`config.mk`:
```
export PLATFORM = sky130hd
export DESIGN_NAME = multicycle_ctrl
export DESIGN_NICKNAME = d
export VERILOG_FILES = /design/src/rtl/multicycle_ctrl.sv
export SDC_FILE = /design/constraint.sdc
export NUM_CORES = 1
export LEC_CHECK = 0
export CAP_MARGIN = 10
export CORE_UTILIZATION = 43
export CTS_CLUSTER_SIZE = 25
export DETAILED_ROUTE_END_ITERATION = 10
export GPL_TIMING_DRIVEN = 0
export PLACE_DENSITY = 0.78
export SETUP_SLACK_MARGIN = 0.02
export SYNTH_ARGS = -nofsm -noshare
export SYNTH_HDL_FRONTEND = slang
export SYNTH_SLANG_ARGS = --single-unit
```
`constraint.sdc`:
```
create_clock -name clk -period 1.9 [get_ports clk]
set_input_delay 0.285 -clock clk [delete_from_list [all_inputs] [get_ports clk]]
set_output_delay 0.285 -clock clk [all_outputs]
set_load 0.02 [all_outputs]
```
`src/rtl/multicycle_ctrl.sv`:
```
// multicycle_ctrl: FETCH/DECODE/EXEC/MEM/WB sequencer with ready handshake, timeout and sticky fault
module multicycle_ctrl #(
  parameter int TIMEOUT = 15,
  parameter int CNT_W   = 4
) (
  input  logic       clk,
  input  logic       rst,
  input  logic [6:0] opcode,
  input  logic       br_taken,
  input  logic       mem_ready,
  output logic [1:0] alu_op,
  output logic       alu_src_b,
  output logic       ir_we,
  output logic       pc_we,
  output logic       pc_sel,
  output logic       mem_req,
  output logic       mem_we,
  output logic       reg_we,
  output logic [1:0] wb_sel,
  output logic       retire,
  output logic       fault,
  output logic [2:0] state
);
  typedef enum logic [2:0] {
    FETCH  = 3'd0,
    DECODE = 3'd1,
    EXEC   = 3'd2,
    MEM    = 3'd3,
    WB     = 3'd4,
    FAULT  = 3'd7
  } state_t;
  typedef enum logic [2:0] {C_R, C_I, C_LOAD, C_STORE, C_BR, C_JAL} cls_t;
  state_t cur, nxt;
  cls_t cls, dec_cls;
  logic dec_ok, expired;
  logic [CNT_W-1:0] cnt, cnt_nxt;
  assign expired = (TIMEOUT > 0) && (cnt == CNT_W'(TIMEOUT));
  always_comb begin
    dec_ok = 1'b1;
    dec_cls = C_R;
    case (opcode)
      7'b0110011: dec_cls = C_R;
      7'b0010011: dec_cls = C_I;
      7'b0000011: dec_cls = C_LOAD;
      7'b0100011: dec_cls = C_STORE;
      7'b1100011: dec_cls = C_BR;
      7'b1101111: dec_cls = C_JAL;
      default:    dec_ok = 1'b0;
    endcase
  end
  // A wait state completes on mem_ready even in the cycle the timeout expires.
  always_comb begin
    nxt = cur;
    cnt_nxt = '0;
    case (cur)
      FETCH: begin
        nxt = mem_ready ? DECODE : expired ? FAULT : FETCH;
        cnt_nxt = mem_ready ? '0 : cnt + 1'b1;
      end
      DECODE: nxt = dec_ok ? EXEC : FAULT;
      EXEC:   nxt = (cls == C_BR) ? FETCH : (cls == C_LOAD || cls == C_STORE) ? MEM : WB;
      MEM: begin
        nxt = mem_ready ? ((cls == C_LOAD) ? WB : FETCH) : expired ? FAULT : MEM;
        cnt_nxt = mem_ready ? '0 : cnt + 1'b1;
      end
      WB:      nxt = FETCH;
      FAULT:   nxt = FAULT;
      default: nxt = FAULT;
    endcase
  end
  always_ff @(posedge clk) begin
    if (rst) begin
      cur <= FETCH;
      cnt <= '0;
      cls <= C_R;
    end else begin
      cur <= nxt;
      cnt <= cnt_nxt;
      if (cur == DECODE) cls <= dec_cls;
    end
  end
  // Outputs are forced low during reset so an aborted instruction emits no strobe.
  always_comb begin
    alu_op = 2'b00;
    alu_src_b = 1'b0;
    ir_we = 1'b0;
    pc_we = 1'b0;
    pc_sel = 1'b0;
    mem_req = 1'b0;
    mem_we = 1'b0;
    reg_we = 1'b0;
    wb_sel = 2'b00;
    retire = 1'b0;
    fault = 1'b0;
    state = rst ? 3'd0 : cur;
    if (!rst) begin
      case (cur)
        FETCH: begin
          mem_req = 1'b1;
          ir_we = mem_ready;
        end
        EXEC: begin
          alu_op = (cls == C_R) ? 2'b10 : (cls == C_BR) ? 2'b01 : (cls == C_JAL) ? 2'b11 : 2'b00;
          alu_src_b = cls inside {C_I, C_LOAD, C_STORE};
          pc_we = (cls == C_BR);
          pc_sel = (cls == C_BR) && br_taken;
          retire = (cls == C_BR);
        end
        MEM: begin
          mem_req = 1'b1;
          mem_we = (cls == C_STORE);
          alu_src_b = 1'b1;
          pc_we = (cls == C_STORE) && mem_ready;
          retire = (cls == C_STORE) && mem_ready;
        end
        WB: begin
          reg_we = 1'b1;
          pc_we = 1'b1;
          retire = 1'b1;
          pc_sel = (cls == C_JAL);
          alu_op = (cls == C_JAL) ? 2'b11 : 2'b00;
          wb_sel = (cls == C_LOAD) ? 2'b01 : (cls == C_JAL) ? 2'b10 : 2'b00;
        end
        FAULT:   fault = 1'b1;
        default: ;
      endcase
    end
  end
endmodule
```
Word-level counts from Yosys, hierarchy flattened. Index checks and enable logic that the tools add are counted.

Bits in registers: 10. Bits of input ports: 11. Output and inout port bits: 16. Logic and storage cells: 68.

Add/subtract/negate cells: 1. Equal/unequal tests: 17. Mux-type cells: 37. Bitwise logic cells: 1. Reduce and logical (&&, ||, !) cells: 9.

Operator list (number): 3-bit case mux with 5 select lines (2); 3-bit two-way mux (9); 2-bit two-way mux (8); 7-bit by 6-bit == test with 1-bit output, second input constant (2); 7-bit == test, second input constant (2); 1-bit two-way mux (14); 3-bit by 2-bit == test with 1-bit output, second input constant (4); 3-bit == test, second input constant (4); 7-bit by 2-bit == test with 1-bit output, second input constant (1); 7-bit by 5-bit == test with 1-bit output, second input constant (1); 3-bit by 1-bit == test with 1-bit output, second input constant (2); 3-bit logical NOT (2); 6-bit OR reduction (1); 4-bit by 1-bit adder with 4-bit output, second input constant (1); 4-bit == test, second input constant (1); 1-bit case mux with 2 select lines (2); 2-bit case mux with 2 select lines (1); 1-bit case mux with 3 select lines (1); 3-bit nonzero test (1); 3-bit OR reduction (1); 1-bit logical AND (2); 2-bit OR reduction (1); 1-bit logical OR (1); 1-bit inverter (1).

Depth between registers and ports, before layout. Gate-level depths: netlist of the first run.

Depth in word-level cells: 6. Depth in mapped cells: 6. Depth with buffers taken out: 5.

Worst setup path after synthesis of the first run. No wires, ideal clock.

Kind: input to output. Start point: input rst. End point: output wb_sel[0]. Data arrival time: 1709 ps. Required time: 1615 ps. Slack: -94 ps. Stages: 4. Path buffers: 1. Cell sequence: clkbuf_1 nor2b_1 and2_1 nor3b_1.

Cells in the longest elaborated chain, start to end: 1.

Ends and longest elaborated chain: start, declared (line 7) `input logic rst,`; 2-bit two-way mux (line 96) `if (!rst) begin`; end, declared (line 19) `output logic [1:0] wb_sel,`.

No other way between the ends.

Worst setup path after layout of the first run.
Start point: register cur[1]. End point: output alu_op[1].

Cells in the longest elaborated chain, start to end: 3. Elaborated cells on any way between the ends: 4. Those cells by class: eq/ne (2); mux (2).

Ends and longest elaborated chain: start, declared (line 33) `state_t cur, nxt;`; start signal, assigned (line 77) `cur <= nxt;`; 3-bit == test or 3-bit by 2-bit == test with 1-bit output (tied branches) (line 97) `case (cur)`; 2-bit case mux with 2 select lines (*) (line 97); 2-bit two-way mux (*) (line 96); end, declared (line 11) `output logic [1:0] alu_op,`.

Mark *: on every way between the ends. The rest lies on a longest branch, timed or not.

==> results.yml, run 1 <==
timing:
  finalSetupViolCount: 0
  rsz0062_at_grt: "no"
  tns_ns: 0
  finalCritPeriodShare_pct: 94.3
  skew_ns: 0.00630
  slew_violations: 0
  hold_slack_ns: 0.460
  fmax_mhz: 558
  tightest_slew_ns: 0.334
  min_period_ns: 1.79
  slew_headroom_pct: 77.8
  hold_viol_final: 0
setup_path:
  end_kind: "output port"
  critical_path_class: "reg2out"
  arrival_ns: 1.51
  ff2ff_path_depth: 4
  cp_max_fo: 10
  reg2reg_to: "cur[0]"
  reg2reg_from: "cur[0]"
  rrSetupSlack_ns: 0.36
  worst_path_largest_cell_delay_ns: 0.36
  crit_slowest_cell: "dfxtp_2"
  cp_top_family: "buffers and inverters"
  critPathRequiredTime_ns: 1.62
  crit_buf_inv: 2
  start_kind: "register"
  crit_chain: "clkbuf_8 > xor2_1 > a31oi_1 > nor4_1 > buf_2"
cells_and_area:
  regArea_sq_um: 205
  final_nets: 144
  n_fill_cell: 144
  syn_to_final_growth_pct: 49.1
  multi_input_area_sq_um: 529
  final_cell_mix: "nor2_1 (11), clkdlybuf4s50_1 (9), nand3_1 (7)"
  final_common_cell: "nor2_1"
  drive_gt1_share_pct: 23.7
  insertedDiodeCount: 0
routing:
  num_vias: 856
  drcViolationCount: 0
  ant_nets: 0
  wl_per_cell_um: 12.6
  wl_mm: 1.85
  first_iter_violations: 16
  avgViaCountPerCell: 5.82
  first_pass_iters: 4
cts:
  cts_hold_buffers: 0
  clock-sinks: 10
  clk_latency_ns: 0.27
  cts_buffer_depth: 2
  path_clk_slew_ns: 0.07
  ctsRootBufferMaster: "clkbuf_4"
  htreeDepth: 1
  numCtsBuffers: 3
  cts_tree: "yes"
synth:
  syn_nets: 114
  syn_area_per_cell_sq_um: 7.13
  syn_area_sq_um: 727
  ys_warn_count: 0
  async_reset_ff_share_pct: 0
  synth_edf_count: 0
  ys.flop_type: "dfxtp_1"
  yosys_register_bits: 10
  syn_inst: 102
  synth.distinct_cells: 33
  seq_area_frac_synth_pct: 27.5
worst_hold_path:
  holdCritStartpoint: "cnt[0]"
  holdPathStages: 1
  holdCritPathClass: "reg2reg"
  hold_path_end: "cnt[0]"
placed_design:
  io_buffers: 25
  gp_congestion: 0.768
  dpl.hpwl_mm: 1.37
global_route:
  grt_pass1_vias: 765
  overflow: 0
  grt_start_max_net_pins: 12
  grtUsageTotal_pct: 20.9
  antenna_found_initial: 0
  grt_pass1_wl_mm: 2.99
die:
  die_w_um: 43.1
  die_h_um: 43.1
  io_pins: 27
  rows: 14
  initial_core_util_pct: 47.2
  core_area_sq_mm: 0.00154
  dieArea_sq_mm: 0.00186
power_and_ir_drop:
  p_leak_nw: 0.491
  ir_drop_mv: 0.543
  p_per_area_mw_per_mm2: 1080
run:
  maxCapViolCount: 0
run_status:
  status: "finished clean"
## state kept, by name, summed over array words and instances (netlist names)
register  count
cur           3
cls           3
cnt           4
## synthesized netlist by cell type (all sizes together), types with 2 or more instances
cell type  number  area, sq um
nor3            5         25.0
nor2           14         52.6
nand3b          2         15.0
nand2b          4         25.0
nor2b           6         37.5
o21ai           2         10.0
xnor2           2         17.5
clkbuf          5         18.8
xor2            3         26.3
or3             3         18.8
a31oi           4         25.0
inv             2         7.50
and3            4         25.0
a21oi           6         30.0
dfxtp          10          200
buf             2         12.5
nand3           7         35.0
nand2           6         22.5
nor4            3         18.8
or3b            2         20.0
## metal layers
layer / wire length, um / up-vias / share of wire (%) / GRT usage (%)
li1: - / 422 / - / -
met1: 820 / 400 / 44 / 24.3
met2: 918 / 30 / 50 / 37.9
met3: 89 / 4 / 4.8 / 3.83
met4: 23 / 0 / 1.2 / 6.67
met5: 0 / - / 0 / 0
## report_power, final
part	leakage, nW	internal [mW]	total [mW]	switching [mW]
Sequential	0.0831	0.259	0.322	0.0634
Combinational	0.387	0.293	0.653	0.360
Clock	0.0210	0.116	0.195	0.0787
## worst reg2reg max path, delay by kind of cell (launching register included)
family                 cells  cell delay, ns
AND/OR/NAND/NOR            2            0.80
AO/OA/AOI/OAI              1            0.17
buffers and inverters      1            0.13
flip-flops                 1            0.36
## logic make-up (layout without fill, tap and decap cells)
kind of cell,count (synthesis),after routing,share of synthesized area [%]
buffers and inverters,9,38,5.33
AOI/OAI and AO/OA,18,18,15.5
and+or+nand+nor,59,59,43.9
xor gates and xnor gates,5,5,6.03
DFF,10,10,27.5
adders and majority gates,1,1,1.72
## through the flow
step	util (%)	setup slack, ns	instance area [sq um]	cells	power, mW
detailed placement	65.0	-0.458	1000	143	0.882
global placement	65.0	-0.447	1000	143	0.873
global route	70.3	0.0332	1080	147	1.25
floorplan	-	0.0556	732	102	0.688
finish	70.3	0.107	1080	147	1.17
CTS	69.5	0.0186	1070	147	1.13
## final cells by class
cell class | instances | area share (%)
multi-input combinational | 83 | 48.8
timing repair buffer | 26 | 21.5
sequential | 10 | 18.9
buffer | 6 | 4.85
clock buffer | 4 | 3.35
tap | 16 | 1.85
inverter | 2 | 0.693
## how the worst max path moves through the flow
stage                   start   endpoint  slack, ns  depth (start not counted)
floorplan              cur[1]  alu_op[1]       0.06                          5
global route           cur[1]  alu_op[1]       0.03                          5
CTS                    cur[1]     retire       0.02                          6
finish                 cur[1]  alu_op[1]       0.11                          5
global placement    mem_ready     retire      -0.45                          7
detailed placement  mem_ready     retire      -0.46                          7
## repair_timing
item | 4_1_cts | 5_1_grt
resized for setup | 40 | 21
pin swaps | 1 | 1
gates cloned | 0 | 0
endpoints found under the setup margin | 15 | 11
setup buffers | 1 | 0
Note: power is estimated with default switching activity, not from simulation.
==> run 2: changes to the inputs <==
Settings changed: CORE_MARGIN set to 2.
==> results.yml, run 2 (same netlist as run 1, synthesis figures left out) <==
run_status:
  status: "finished clean"
global_route:
  grt_start_max_net_pins: 12
  grtUsageTotal_pct: 20.3
  grt_pass1_vias: 765
  antenna_found_initial: 0
  grt_pass1_wl_mm: 3.04
  overflow: 0
setup_path:
  arrival_ns: 1.56
  rrSetupSlack_ns: 0.43
  crit_buf_inv: 2
  critical_path_class: "reg2out"
  start_kind: "register"
  cp_top_family: "simple AND/OR/NAND/NOR gates"
  cp.depth: 6
  crit_chain: "buf_6 > nand2b_4 > nor3_4 > a31oi_1 > nor4_1 > buf_2"
  crit_slowest_cell: "dfxtp_2"
  worst_path_largest_cell_delay_ns: 0.34
  cp_max_fo: 5
  end_kind: "output port"
  ff2ff_path_depth: 3
  critPathRequiredTime_ns: 1.62
cells_and_area:
  top_register: "cnt"
  insertedDiodeCount: 0
  regArea_sq_um: 213
  finalNonFillerCells: 153
  n_fill_cell: 133
  final_cell_mix: "nor2_1 (11), clkdlybuf4s50_1 (9), dlygate4sd2_1 (8)"
  fin_area_sq_mm: 0.00115
  largest_registers: "cnt x4, cls x3, cur x3"
  drive_gt1_share_pct: 29.9
  final_nets: 150
  largest_reg_flops: 4
  final_common_cell: "nor2_1"
  syn_to_final_growth_pct: 57.8
  multi_input_area_sq_um: 543
placed_design:
  dpl.hpwl_mm: 1.44
  gp_congestion: 0.833
  post_dp_cell_area_sq_mm: 0.00100
  io_buffers: 25
  placedCellCount: 143
cts:
  cts_buffer_depth: 2
  clock-sinks: 10
  ctsRootBufferMaster: "clkbuf_4"
  cts_hold_buffers: 0
  path_clk_slew_ns: 0.07
  numCtsBuffers: 3
  htreeDepth: 1
  cts_tree: "yes"
  clk_latency_ns: 0.27
worst_hold_path:
  holdCritPathClass: "reg2reg"
  holdPathStages: 1
die:
  initial_core_util_pct: 47.2
  core_area_sq_mm: 0.00154
  rows: 14
  dieArea_sq_mm: 0.00204
  io_pins: 27
  die_h_um: 45.1
  die_w_um: 45.1
timing:
  tns_ns: 0
  skew_ns: 0.00190
  slew_violations: 0
  tightest_slew_ns: 0.439
  fmax_mhz: 542
  finalCritPeriodShare_pct: 97.1
  slew_headroom_pct: 70.8
  hold_viol_final: 0
  finalSetupViolCount: 0
  hold_slack_ns: 0.453
  rsz0062_at_grt: "yes"
  min_period_ns: 1.84
routing:
  ant_nets: 0
  num_vias: 895
  first_iter_violations: 21
  first_pass_iters: 4
  wl_per_cell_um: 13.1
  wl_mm: 2.00
  drcViolationCount: 0
  avgViaCountPerCell: 5.85
power_and_ir_drop:
  p_leak_nw: 0.475
  power_mw: 1.24
  p_per_area_mw_per_mm2: 1080
  ir_drop_mv: 0.579
run:
  maxCapViolCount: 0
[run 2: cell types whose count changed in the layout (fill, tap and decap cells not counted), sizes merged]
cell,change
dlymetal6s2s,-3
dlygate4sd2,+3
clkbuf,-3
clkdlybuf4s15,+3
buf,+6
[run 2: path summary, 6_finish.rpt]
check,startpoint,end
setup / recovery,cur[2],alu_op[1]
hold / removal,cnt[0],cnt[0]
setup reg to reg,cur[0],cur[2]
hold reg to reg,cnt[0],cnt[0]
[run 2: through the flow]
| stage | setup WS, ns | utilization [%] |
|---|---|---|
| final | 0.0557 | 74.4 |
| after global routing | -0.0187 | 74.4 |
| after floorplan | 0.0556 | - |
| after global placement | -0.442 | 65.0 |
| after CTS | -0.0207 | 67.6 |
| after detailed placement | -0.439 | 65.0 |
[run 2: worst register-to-register path, delay by kind of cell (launching register included)]
kind	cells	cell delay [ns]
simple gates	2	0.82
flops	1	0.38
compound gates	1	0.18
[run 2: layer usage]
layer,share of wire [%],track usage [%]
met2,51,36.9
met5,0,0
met4,2.0,9.41
met1,40,23.4
met3,7.0,2.40
[run 2: timing repair]
| action | in CTS | in global routing |
|---|---|---|
| cloned | 0 | 2 |
| resized for setup | 43 | 25 |
| endpoints found under the setup margin | 15 | 11 |
| setup buffers | 0 | 5 |
| pin swaps | 0 | 2 |
[run 2: cell type report]
type,count,share of cell area (%)
Multi-Input combinational cell,83,47.3
Timing Repair Buffer,32,24.3
Sequential cell,10,18.5
Buffer,6,4.25
Clock buffer,4,3.16
Tap cell,16,1.74
Inverter,2,0.654
[run 2: report_power, final]
| part | leakage (nW) | internal, mW | total, mW | switching [mW] |
|---|---|---|---|---|
| combinational | 0.370 | 0.326 | 0.705 | 0.379 |
| sequential | 0.0846 | 0.267 | 0.340 | 0.0729 |
| clock | 0.0210 | 0.117 | 0.197 | 0.0806 |
| total | 0.475 | 0.710 | 1.24 | 0.532 |
